## src/rtl/lb_uart_pkg.sv

```systemverilog
// ============================================================================
// Module : lb_uart_pkg
// Brief  : Shared UART defaults and oversample helpers (LB_BAUD_FRAC_EN aware)
// Rev    : 1.0  initial release
// ============================================================================
`default_nettype none

package lb_uart_pkg;

    localparam int unsigned LB_PRESCALE_W = 20;
    localparam int unsigned LB_OVS        = 16;
    localparam int unsigned LB_FRAC_W     = 8;
    localparam int unsigned LB_OS_W       = $clog2(LB_OVS);
    localparam int unsigned LB_MID_PT     = LB_OVS / 2 - 1;

    function automatic int unsigned lb_os_width(input int unsigned ovs);
        return (ovs < 2) ? 1 : $clog2(ovs);
    endfunction

    // Oversample index of the bit-centre sample point.
    function automatic int unsigned lb_mid_point(input int unsigned ovs);
        return ovs / 2 - 1;
    endfunction

endpackage

`default_nettype wire

```

## src/rtl/lb_tick_prescaler.sv

```systemverilog
// ============================================================================
// Module : lb_tick_prescaler
// Brief  : Run-time clk divider producing the raw oversample tick; with
//          LB_BAUD_FRAC_EN defined, a fractional accumulator stretches periods.
// Rev    : 1.0  initial release
// ============================================================================
`default_nettype none

module lb_tick_prescaler
    import lb_uart_pkg::*;
#(
    parameter int unsigned PRESCALE_W = LB_PRESCALE_W,
    parameter int unsigned FRAC_W     = LB_FRAC_W
) (
    input  logic                  clk,
    input  logic                  reset,
    input  logic                  enable,
    input  logic                  restart,
    input  logic [PRESCALE_W-1:0] prescale,
    input  logic [FRAC_W-1:0]     frac,
    output logic                  wrap,
    output logic                  tick
);

`ifdef LB_BAUD_FRAC_EN
    localparam int unsigned c_CNT_W = PRESCALE_W + 1;
`else
    localparam int unsigned c_CNT_W = PRESCALE_W;
`endif

    logic [c_CNT_W-1:0]    r_cnt;
    logic [PRESCALE_W-1:0] r_prescale_q;
    logic                  r_fresh;
    logic                  r_tick;
    logic [PRESCALE_W-1:0] w_base;
    logic [c_CNT_W-1:0]    w_limit;

    // The first period after reset uses the live prescale, captured on that same edge.
    assign w_base = r_fresh ? prescale : r_prescale_q;

`ifdef LB_BAUD_FRAC_EN
    logic [FRAC_W-1:0] r_acc;
    logic              r_stretch;
    logic [FRAC_W:0]   w_acc_sum;

    assign w_acc_sum = {1'b0, r_acc} + {1'b0, frac};
    assign w_limit   = {1'b0, w_base} + {{PRESCALE_W{1'b0}}, r_stretch};

    always_ff @(posedge clk) begin
        if (reset || restart) begin
            r_acc     <= '0;
            r_stretch <= 1'b0;
        end else if (wrap) begin
            {r_stretch, r_acc} <= w_acc_sum;
        end
    end
`else
    logic w_unused_frac;

    assign w_unused_frac = ^frac;
    assign w_limit       = w_base;
`endif

    assign wrap = !reset && enable && !restart && (r_cnt == w_limit);
    assign tick = r_tick;

    always_ff @(posedge clk) begin
        if (reset) begin
            r_cnt        <= '0;
            r_prescale_q <= '0;
            r_fresh      <= 1'b1;
            r_tick       <= 1'b0;
        end else if (restart) begin
            r_cnt        <= '0;
            r_prescale_q <= prescale;
            r_fresh      <= 1'b0;
            r_tick       <= 1'b0;
        end else begin
            r_fresh <= 1'b0;
            if (r_fresh) begin
                r_prescale_q <= prescale;
            end
            if (wrap) begin
                r_cnt        <= '0;
                r_tick       <= 1'b1;
                r_prescale_q <= prescale;
            end else begin
                r_tick <= 1'b0;
                if (enable) begin
                    r_cnt <= r_cnt + 1'b1;
                end
            end
        end
    end

endmodule

`default_nettype wire

```

## src/rtl/lb_baud_tick_gen.sv

```systemverilog
// ============================================================================
// Module : lb_baud_tick_gen
// Brief  : Baud tick generator: prescaled oversample tick plus bit/mid-bit
//          strobes. Optional fractional period via LB_BAUD_FRAC_EN.
// Rev    : 1.0  initial release
// ============================================================================
`default_nettype none

module lb_baud_tick_gen
    import lb_uart_pkg::*;
#(
    parameter int unsigned PRESCALE_W = LB_PRESCALE_W,
    parameter int unsigned OVS        = LB_OVS,
    parameter int unsigned FRAC_W     = LB_FRAC_W
) (
    input  logic                          clk,
    input  logic                          reset,
    input  logic                          enable,
    input  logic                          restart,
    input  logic [PRESCALE_W-1:0]         prescale,
    input  logic [FRAC_W-1:0]             frac,
    output logic                          tick,
    output logic                          bit_tick,
    output logic                          mid_tick,
    output logic [lb_os_width(OVS)-1:0]   os_phase
);

    localparam int unsigned     c_OS_W    = lb_os_width(OVS);
    localparam logic [c_OS_W-1:0] c_OS_LAST = c_OS_W'(OVS - 1);
    localparam logic [c_OS_W-1:0] c_OS_MID  = c_OS_W'(lb_mid_point(OVS));

    logic              w_wrap;
    logic [c_OS_W-1:0] r_os_cnt;
    logic              r_bit_tick;
    logic              r_mid_tick;

    lb_tick_prescaler #(
        .PRESCALE_W (PRESCALE_W),
        .FRAC_W     (FRAC_W)
    ) u_prescaler (
        .clk      (clk),
        .reset    (reset),
        .enable   (enable),
        .restart  (restart),
        .prescale (prescale),
        .frac     (frac),
        .wrap     (w_wrap),
        .tick     (tick)
    );

    // Strobes are evaluated against the pre-update count so they align with tick.
    always_ff @(posedge clk) begin
        if (reset || restart) begin
            r_os_cnt   <= '0;
            r_bit_tick <= 1'b0;
            r_mid_tick <= 1'b0;
        end else if (w_wrap) begin
            r_os_cnt   <= (r_os_cnt == c_OS_LAST) ? '0 : r_os_cnt + 1'b1;
            r_bit_tick <= (r_os_cnt == c_OS_LAST);
            r_mid_tick <= (r_os_cnt == c_OS_MID);
        end else begin
            r_bit_tick <= 1'b0;
            r_mid_tick <= 1'b0;
        end
    end

    assign bit_tick = r_bit_tick;
    assign mid_tick = r_mid_tick;
    assign os_phase = r_os_cnt;

endmodule

`default_nettype wire

```

## config.mk

```make
export PLATFORM = sky130hd
export DESIGN_NAME = lb_baud_tick_gen
export DESIGN_NICKNAME = d
export VERILOG_FILES = /design/src/rtl/lb_uart_pkg.sv /design/src/rtl/lb_tick_prescaler.sv /design/src/rtl/lb_baud_tick_gen.sv
export SDC_FILE = /design/constraint.sdc
export NUM_CORES = 1
export LEC_CHECK = 0
export CAP_MARGIN = 30
export CORE_MARGIN = 8
export CORE_UTILIZATION = 52
export CTS_CLUSTER_DIAMETER = 40
export DETAILED_ROUTE_END_ITERATION = 10
export GPL_ROUTABILITY_DRIVEN = 0
export GPL_TIMING_DRIVEN = 1
export PLACE_DENSITY = 0.79
export SLEW_MARGIN = 20
export SYNTH_ARGS = -nofsm -noshare
export SYNTH_HDL_FRONTEND = slang
export SYNTH_SLANG_ARGS = --single-unit
```

## constraint.sdc

```tcl
create_clock -name clk -period 2.8 [get_ports clk]
set_input_delay 0.56 -clock clk [delete_from_list [all_inputs] [get_ports clk]]
set_output_delay 0.56 -clock clk [all_outputs]
set_load 0.005 [all_outputs]
```

Word-level counts from Yosys, hierarchy flattened
Index checks and enable logic that the tools add are counted.
- register bits: 48
- memory bits (read-only): 0
- memories: 0
- output and inout port bits: 7
- bits in writable memories: 0
- bits in latches: 0
- word-level logic and storage cells: 28
- equality and inequality tests: 3
- mux-type cells: 6
- bitwise operators: 1
- divide/modulo/power cells: 0
- multipliers: 0
- add/subtract/negate cells: 2
- reduce and logical (&&, ||, !) cells: 9
- shift-type cells: 0
- $lt $le $gt $ge: 0
- operators by type and width (cell ; number):
    2-to-1 mux 20 bit ; 3
    adder 20 x 1 -> 20 bit, second input constant ; 1
    equality test 20 bit ; 1
    adder 4 x 1 -> 4 bit, second input constant ; 1
    equality test 4 x 3 -> 1 bit, second input constant ; 1
    equality test 4 bit, second input constant ; 1
    2-to-1 mux 4 bit ; 1
    OR reduction 2 bit ; 2
    logical AND 1 bit ; 3
    OR reduction 3 bit ; 1
    zero test 1 bit ; 2
    2-to-1 mux 1 bit ; 2
    logical OR 1 bit ; 1
    NOT 1 bit ; 1

Longest topological paths before layout
- depth after elaboration: 6
- gate-level depth with buffers: 11

Cells and area by module
A second synthesis with hierarchy kept.
- cell total of the unflattened synthesis: 327
- area, all modules: 2851.5 um^2
- modules (own cells, without submodules) (module ; cells each ; times used ; sequential area each (um^2) ; area an instance (um^2)):
    lb_tick_prescaler ; 300 ; 1 ; 840.8 ; 2602.5
    lb_baud_tick_gen ; 27 ; 1 ; 120.1 ; 249.0

Least setup slack after synthesis
Ideal clock, no wire load.
- kind: flip-flop to flip-flop
- start: reg u_prescaler.r_fresh
- end: reg u_prescaler.r_prescale_q[10]
- path buffers: 4
- required time: 2.672 ns
- arrival: 2.043 ns
- slack: 0.630 ns
- stages on the path, launching flop included: 12
- cells stage by stage: dfxtp_1 clkbuf_2 buf_6 mux2i_1 xnor2_1 nor4_2 nand4_2 o21ai_1 buf_6 buf_12 mux2i_1 nor2_1
- cells in the longest elaborated chain, start to end: 5
- ends and longest elaborated chain (element ; RTL line ; text):
    start: declaration ; lb_tick_prescaler.sv:33 ; logic r_fresh;
    start signal: assignment ; lb_tick_prescaler.sv:71 ; r_fresh <= 1'b1;
    start signal: assignment ; lb_tick_prescaler.sv:76 ; r_fresh <= 1'b0;
    start signal: assignment ; lb_tick_prescaler.sv:79 ; r_fresh <= 1'b0;
    2-to-1 mux 20 bit (*) ; n/a ;
    equality test 20 bit ; lb_tick_prescaler.sv:64 ; assign wrap = !reset && enable && !restart && (r_cnt == w_limit);
    logical AND 1 bit ; lb_tick_prescaler.sv:64 ;
    2-to-1 mux 20 bit (*) ; lb_tick_prescaler.sv:83 ; if (wrap) begin
    2-to-1 mux 20 bit (*) ; lb_tick_prescaler.sv:73 ; end else if (restart) begin
    end signal: assignment ; lb_tick_prescaler.sv:75 ; r_prescale_q <= prescale;
    end signal: assignment ; lb_tick_prescaler.sv:81 ; r_prescale_q <= prescale;
    end signal: assignment ; lb_tick_prescaler.sv:86 ; r_prescale_q <= prescale;
    end: declaration ; lb_tick_prescaler.sv:32 ; logic [PRESCALE_W-1:0] r_prescale_q;
Mark *: on every way between the ends. The rest lies on a longest branch, timed or not.
A chain may end at the register's enable or synchronous reset.

Final worst setup path
- start: in prescale[9]
- end: reg u_prescaler.r_prescale_q[7]
- cells in the longest elaborated chain, start to end: 5
- ends and longest elaborated chain (element ; RTL line ; text):
    start: declaration ; lb_baud_tick_gen.sv:20 ; input logic [PRESCALE_W-1:0] prescale,
    2-to-1 mux 20 bit ; n/a ;
    equality test 20 bit ; lb_tick_prescaler.sv:64 ;
    logical AND 1 bit ; lb_tick_prescaler.sv:64 ;
    2-to-1 mux 20 bit ; lb_tick_prescaler.sv:83 ;
    2-to-1 mux 20 bit ; lb_tick_prescaler.sv:73 ;
Every way passes these cells.

==> results.sh <==
export IMPL_path_delay_family="buffers and inverters"
export IMPL_fin_nets=318
export IMPL_status="completed"
export IMPL_postRouteAntennaNets=0
export IMPL_clock_sinks=48
export IMPL_min_period_over_period_pct=87.9
export IMPL_htree_levels=2
export IMPL_fmax_ghz=0.406
export IMPL_track_usage_pct=15.3
export IMPL_start_kind="input port"
export IMPL_drt_pass1_iterations=4
export IMPL_highest_layer="met4"
export IMPL_dr_wl_met3_um=210
export IMPL_cts_hold_buffers=0
export IMPL_critPathArrivalTime_ps=2650
export IMPL_cts_max_path_buffers=2
export IMPL_synth_seq_area_share_pct=41.6
export IMPL_via_per_inst=5.31
export IMPL_wl_um=4800
export IMPL_area_delta_synth_final_pct=21.5
export IMPL_cts_buffers=5
export IMPL_dieArea_um2=6820
export IMPL_synth_area_um2=2310
export IMPL_clkLatencyLatePin_ps=300
export IMPL_synth_warnings=0
export IMPL_synth_fa_ha_area_share_pct=1.08
export IMPL_grt_pass1_wl_um=7970
export IMPL_grt_max_degree=23
export IMPL_vdd_drop_max_v=0.000210
export IMPL_remaining_drc_errors=0
export IMPL_period_needed_ps=2460
export IMPL_fin_skew_ps=2.88
export IMPL_ctsRootBufferMaster="clkbuf_8"
export IMPL_critPathMaxStageDelay_ps=420
export IMPL_required_ps=2990
export IMPL_drv_cap=0
export IMPL_num_vias=1791
export IMPL_path_buf_inv=2
export IMPL_critPathMostFrequentCell="mux2i_1"
export IMPL_synth_cell_types=29
export IMPL_powerDensity_nw_per_um2=463
export IMPL_wl_met1_um=2180
export IMPL_dp_hpwl_um=3540
export IMPL_cts_setup_buffers=0
export IMPL_rows=24
export IMPL_relSlewSlack_pct=76.4
export IMPL_final_max_slew_viol_count=0
export IMPL_numPortBuffers=30
export IMPL_antenna_found_initial=0
export IMPL_cp_cell_sequence="clkdlybuf4s50_1, mux2i_1, xnor2_1, nor4_1, nand3_1, o21ai_2, buf_4, mux2i_1, nor2_1"
export IMPL_core_area_um2=4320
export IMPL_setup_viol=0
export IMPL_synthSimpleGateAreaFrac_pct=19.0
export IMPL_overflow=0
export IMPL_synthMuxAreaShare_pct=16.9
export IMPL_setup_tns_ps=0
export IMPL_drive_gt1_share_pct=8.77
export IMPL_grt_setup_unrepaired="false"
export IMPL_fin_util_pct=64.8
export IMPL_path_class="input port to flip-flop"
export IMPL_synth_fp_nets=280
export IMPL_cts_resized=0
export IMPL_synth_seq_cells=48
export IMPL_grt_pass1_vias=1737
export IMPL_synth_xor_area_share_pct=14.4
export IMPL_worst_pin_slew_ps=351
export IMPL_synth_compound_area_share_pct=3.20
export IMPL_finalHoldViolations=0
export IMPL_dr_wl_met2_um=2290
export IMPL_dieWidth_um=82.6
export IMPL_synth_top_family_by_area="simple AND/OR/NAND/NOR gates"
export IMPL_p_leak_nw=1.13
export IMPL_start_util_pct=53.4
export IMPL_ios=39
export IMPL_antennaDiodeCount=0
export IMPL_end_kind="flip-flop"
export IMPL_drtIter0Drc=89
export IMPL_die_y_um=82.6
export IMPL_cts_tree="yes"
export IMPL_min_path_type="flip-flop to flip-flop"
export IMPL_cpMaxStageDelayCell="clkdlybuf4s50_1"
export IMPL_synth_cells=246
export IMPL_n_fill_cell=384
export IMPL_clkTransAtPathRegs_ps=80
export IMPL_cp_max_fo=9
export IMPL_wl_per_cell_um=14.2
export IMPL_avgSynthCellArea_um2=9.38
[final cells by class]
type	instances	area, um2	area share (%)
well taps	52	65.1	2.32
clock inverters	2	10.0	0.357
multi-input cells	185	1260	45.1
flip-flops and latches	48	961	34.3
repair buffers	41	408	14.6
inverters	3	11.3	0.402
clock buffers	6	82.6	2.95
[placed cells by master (no fill, tap or decap)]
cell type	instances
dfxtp_1	48
nor2_1	42
mux2i_1	39
clkdlybuf4s50_1	30
xnor2_1	23
nand2_1	17
xor2_1	15
buf_4	9
nand3_1	7
nor3_1	6
o21ai_0	6
clkbuf_8	6
nand4_1	5
or3_1	4
a21oi_1	4
nor4_2	3
and3_1	3
inv_1	3
ha_1	2
clkinv_2	2
buf_12	2
nand4_2	1
nor4_1	1
o21ai_1	1
nor2b_1	1
nor2_2	1
o21ai_2	1
nand4b_1	1
a31oi_1	1
o21bai_1	1
[per-layer routing]
| layer | global-route usage (%) | vias to the layer above |
|---|---|---|
| li1 | - | 914 |
| met1 | 19.2 | 835 |
| met2 | 24.6 | 33 |
| met3 | 2.60 | 9 |
| met4 | 7.93 | 0 |
| met5 | 0 | - |
[where the power goes]
part           internal, mW  switching [mW]  leakage [nW]
logic                0.0915          0.0756         0.686
registers             0.702          0.0111         0.392
clock network         0.197           0.220        0.0510
total                 0.991           0.307          1.13
[worst register-to-register path, cell delays in order, from the launching register on]
cell,delay [ps]
dfxtp_1,360
buf_12,200
mux2i_1,330
xnor2_1,100
nor4_1,330
nand3_1,250
o21ai_2,200
buf_4,230
mux2i_1,220
nor2_1,60
[worst paths after layout]
kind / slack (ps) / startpoint / depth (start not counted) / to
hold / removal: 500 / u_prescaler.r_prescale_q[10]$_SDFF_PP0_ / 2 / u_prescaler.r_prescale_q[10]$_SDFF_PP0_
setup reg to reg: 390 / u_prescaler.r_fresh$_DFF_P_ / 9 / u_prescaler.r_prescale_q[7]$_SDFF_PP0_
setup / recovery: 340 / prescale[9] / 9 / u_prescaler.r_prescale_q[7]$_SDFF_PP0_
hold reg to reg: 500 / u_prescaler.r_prescale_q[10]$_SDFF_PP0_ / 2 / u_prescaler.r_prescale_q[10]$_SDFF_PP0_
[Yosys cell counts]
library cell | number | area share, %
nor4_1 | 1 | 0.27
o21bai_1 | 1 | 0.33
mux2i_1 | 39 | 17
buf_12 | 1 | 0.87
a21oi_1 | 4 | 0.87
inv_1 | 3 | 0.49
nor2b_1 | 1 | 0.27
buf_6 | 2 | 0.98
ha_1 | 2 | 1.1
nand2_1 | 17 | 2.8
nor2_2 | 1 | 0.27
a31oi_1 | 1 | 0.27
nand4_2 | 1 | 0.54
o21ai_1 | 2 | 0.43
xor2_1 | 15 | 5.7
or3_1 | 4 | 1.1
nand4b_1 | 1 | 0.38
nand4_1 | 5 | 1.4
and3_1 | 3 | 0.81
nor2_1 | 42 | 6.8
clkbuf_2 | 1 | 0.22
buf_4 | 1 | 0.33
nor3_1 | 6 | 1.3
o21ai_0 | 6 | 1.3
dfxtp_1 | 48 | 42
nand3_1 | 7 | 1.5
xnor2_1 | 23 | 8.7
clkbuf_1 | 5 | 0.81
nor4_2 | 3 | 1.6
[metrics by stage]
stage                     cell area, um2  setup slack [ps]  power [mW]  instances  hold WS (ps)
after floorplan                     2310               630       0.832        246           460
after global placement              2710              65.9       0.893        329           472
after detailed placement            2710              14.3       0.897        329           483
after CTS                           2800               313        1.31        337           503
after global routing                2800               160        1.36        337           529
final                               2800               338        1.30        337           497
[kinds of logic (layout without fill, tap and decap cells)]
logic type / count (synthesis) / count (layout)
buffers and inverters: 13 / 52
multiplexers: 39 / 39
XOR/XNOR: 38 / 38
flip-flops: 48 / 48
AO/OA/AOI/OAI: 14 / 14
adder cells (fa/ha/maj): 2 / 2
AND/OR/NAND/NOR: 92 / 92
[registers in the layout, summed over array words and instances (netlist names)]
name                      count
bit_tick                      1
mid_tick                      1
os_phase                      4
u_prescaler.r_cnt            20
u_prescaler.r_fresh           1
u_prescaler.r_prescale_q     20
u_prescaler.tick              1
Note: power is estimated with default switching activity, not from simulation.
==> edit (config.mk and constraints unchanged) <==
The option `LB_BAUD_FRAC_EN` is turned on by a define.
--- a/src/rtl/lb_tick_prescaler.sv
+++ b/src/rtl/lb_tick_prescaler.sv
@@ -5,6 +5,8 @@
 // Rev    : 1.0  initial release
 // ============================================================================
 `default_nettype none
+
+`define LB_BAUD_FRAC_EN
 
 module lb_tick_prescaler
     import lb_uart_pkg::*;
Behaviour: not the same (Yosys sat finds a counterexample within 4 cycles, from zero or initial values and one cycle with reset high).
==> edit against the original RTL <==
  * The flow now finishes with violations (setup timing)
  * Sequential share of layout area decreased by 12 points
  * Sequential cell count increased by 10
  * Worst setup slack got worse by 560 ps
  * Non-clock buffer count increased by 72
  * Critical path depth increased by 2
  * Final area increased by 89%
  * Total power increased by 63%
  * Area after synthesis increased by 66%
  * Register-to-register slack got worse by 610 ps
  * Maximum frequency decreased by 18%
  * Routed wire length increased by 150%
  * Global-route usage increased by 7.5 points
  * Largest cell class unchanged
  * Largest power group unchanged
==> edit: results <==
metrics = {
    "status": {
        "status": "finished with violations",
        "violations": "setup timing",
    },
    "final_layout": {
        "finish.net_count": 601,
    },
    "critical_path": {
        "critPathMaxFanout": 16,
        "cpPeakStageDelay_ps": 470,
        "startpoint_type": "flop",
        "timing.critical_path.slowest_stage_cell": "sky130_fd_sc_hd__a222oi_1",
        "reg2reg_depth": 11,
    },
    "global_routing": {
        "grt_max_degree": 32,
        "grt_pass1_wl_mm": 18.57,
        "grt_use_met2_pct": 39.03,
    },
    "route": {
        "initialDrtViolationCount": 396,
        "wl_met1_mm": 4.844,
        "route.detailed.wl_per_inst_um": 18.09,
        "mean_number_of_vias_per_cell": 6.036,
        "via_count": 3984,
        "dr_wl_met3_um": 811,
    },
    "sta": {
        "post-route-worst-setup-slack_ps": -218.7,
        "timing.final.setup_violations": 55,
    },
    "logic_synthesis": {
        "synth_top_cells_by_area": "sky130_fd_sc_hd__dfxtp_1 30%, sky130_fd_sc_hd__xnor2_1 6.9%, sky130_fd_sc_hd__mux2i_1 5.0%",
        "synth_nets": 504,
    },
    "clock_tree": {
        "cts.htree.levels": 3,
    },
    "placed_design": {
        "hpwl_mm": 7.828,
        "dp.cells": 627,
        "placement.setup.worst_slack_ps": -734.6,
    },
}
[edit: cell types whose count changed after synthesis, sizes merged, moves of 13 or more]
cell | unedited run | this run
nand3 | 7 | 35
a21oi | 4 | 30
nand2 | 17 | 39
mux2i | 39 | 20
nand4 | 6 | 25
o31ai | 0 | 18
nor2 | 43 | 27
nand3b | 0 | 15
o21ai | 8 | 21
[edit: cells by family (layout without fill, tap and decap cells)]
family                   Yosys count  in the layout  share of synthesized area, %
flip-flops                        58             58                         30.39
multiplexers                      24             24                         6.516
adder cells (fa/ha/maj)           13             13                         4.453
AND/OR/NAND/NOR                  181            181                         26.23
buffers and inverters             40            142                         5.206
XOR/XNOR                          51             51                         11.69
AO/OA/AOI/OAI                     92             92                         15.52
[edit: per-stage QoR]
stage / setup TNS (ps) / hold slack, ps / utilization [%] / instance area [um2]
2_1_floorplan: -12730 / 432.1 / - / 3920
3_3_place_gp: -30360 / 448.5 / 65.20 / 4678
3_5_place_dp: -34680 / 449.1 / 65.20 / 4678
4_1_cts: -1220 / 456.0 / 71.72 / 5146
5_1_grt: -8511 / 488.9 / 73.67 / 5286
6_report: -7279 / 457.2 / 73.67 / 5286
[edit: worst min path at each step]
stage / start / to / slack [ps] / cells after the start
5_1_grt: u_prescaler.r_acc[2] / u_prescaler.r_acc[2] / 490 / 2
3_3_place_gp: u_prescaler.r_acc[7] / u_prescaler.r_acc[7] / 450 / 2
4_1_cts: u_prescaler.r_acc[5] / u_prescaler.r_acc[5] / 460 / 2
3_5_place_dp: u_prescaler.r_acc[0] / u_prescaler.r_acc[0] / 450 / 2
2_1_floorplan: u_prescaler.r_acc[2] / u_prescaler.r_acc[2] / 430 / 2
6_report: u_prescaler.r_acc[6] / u_prescaler.r_acc[6] / 460 / 2
[edit: where the power goes]
| part | leakage (nW) | internal (mW) | switching (mW) | total [mW] |
|---|---|---|---|---|
| sequential | 0.473 | 0.845 | 0.0220 | 0.867 |
| combinational | 1.48 | 0.192 | 0.184 | 0.376 |
| clock | 0.109 | 0.522 | 0.345 | 0.867 |
| total | 2.06 | 1.56 | 0.551 | 2.11 |
[edit: cell type report]
class	instances	share of cell area, %
repair buffers	113	19.91
flip-flops and latches	58	22.04
multi-input cells	361	50.60
inverters	13	0.9704
clock inverters	5	1.467
well taps	99	2.343
clock buffers	11	2.675
[edit: what timing repair did]
item                       4_1_cts  5_1_grt
gates resized for setup         44       27
setup buffers                   13        4
setup endpoints to repair       57       57
pin swaps                       24       14
gates cloned                     1        1
[edit: worst min-delay path: stages, from the launching register on]
cell and delay [ps]:
sky130_fd_sc_hd__dfxtp_1 320, sky130_fd_sc_hd__nand2_1 50, sky130_fd_sc_hd__o21ai_1 50
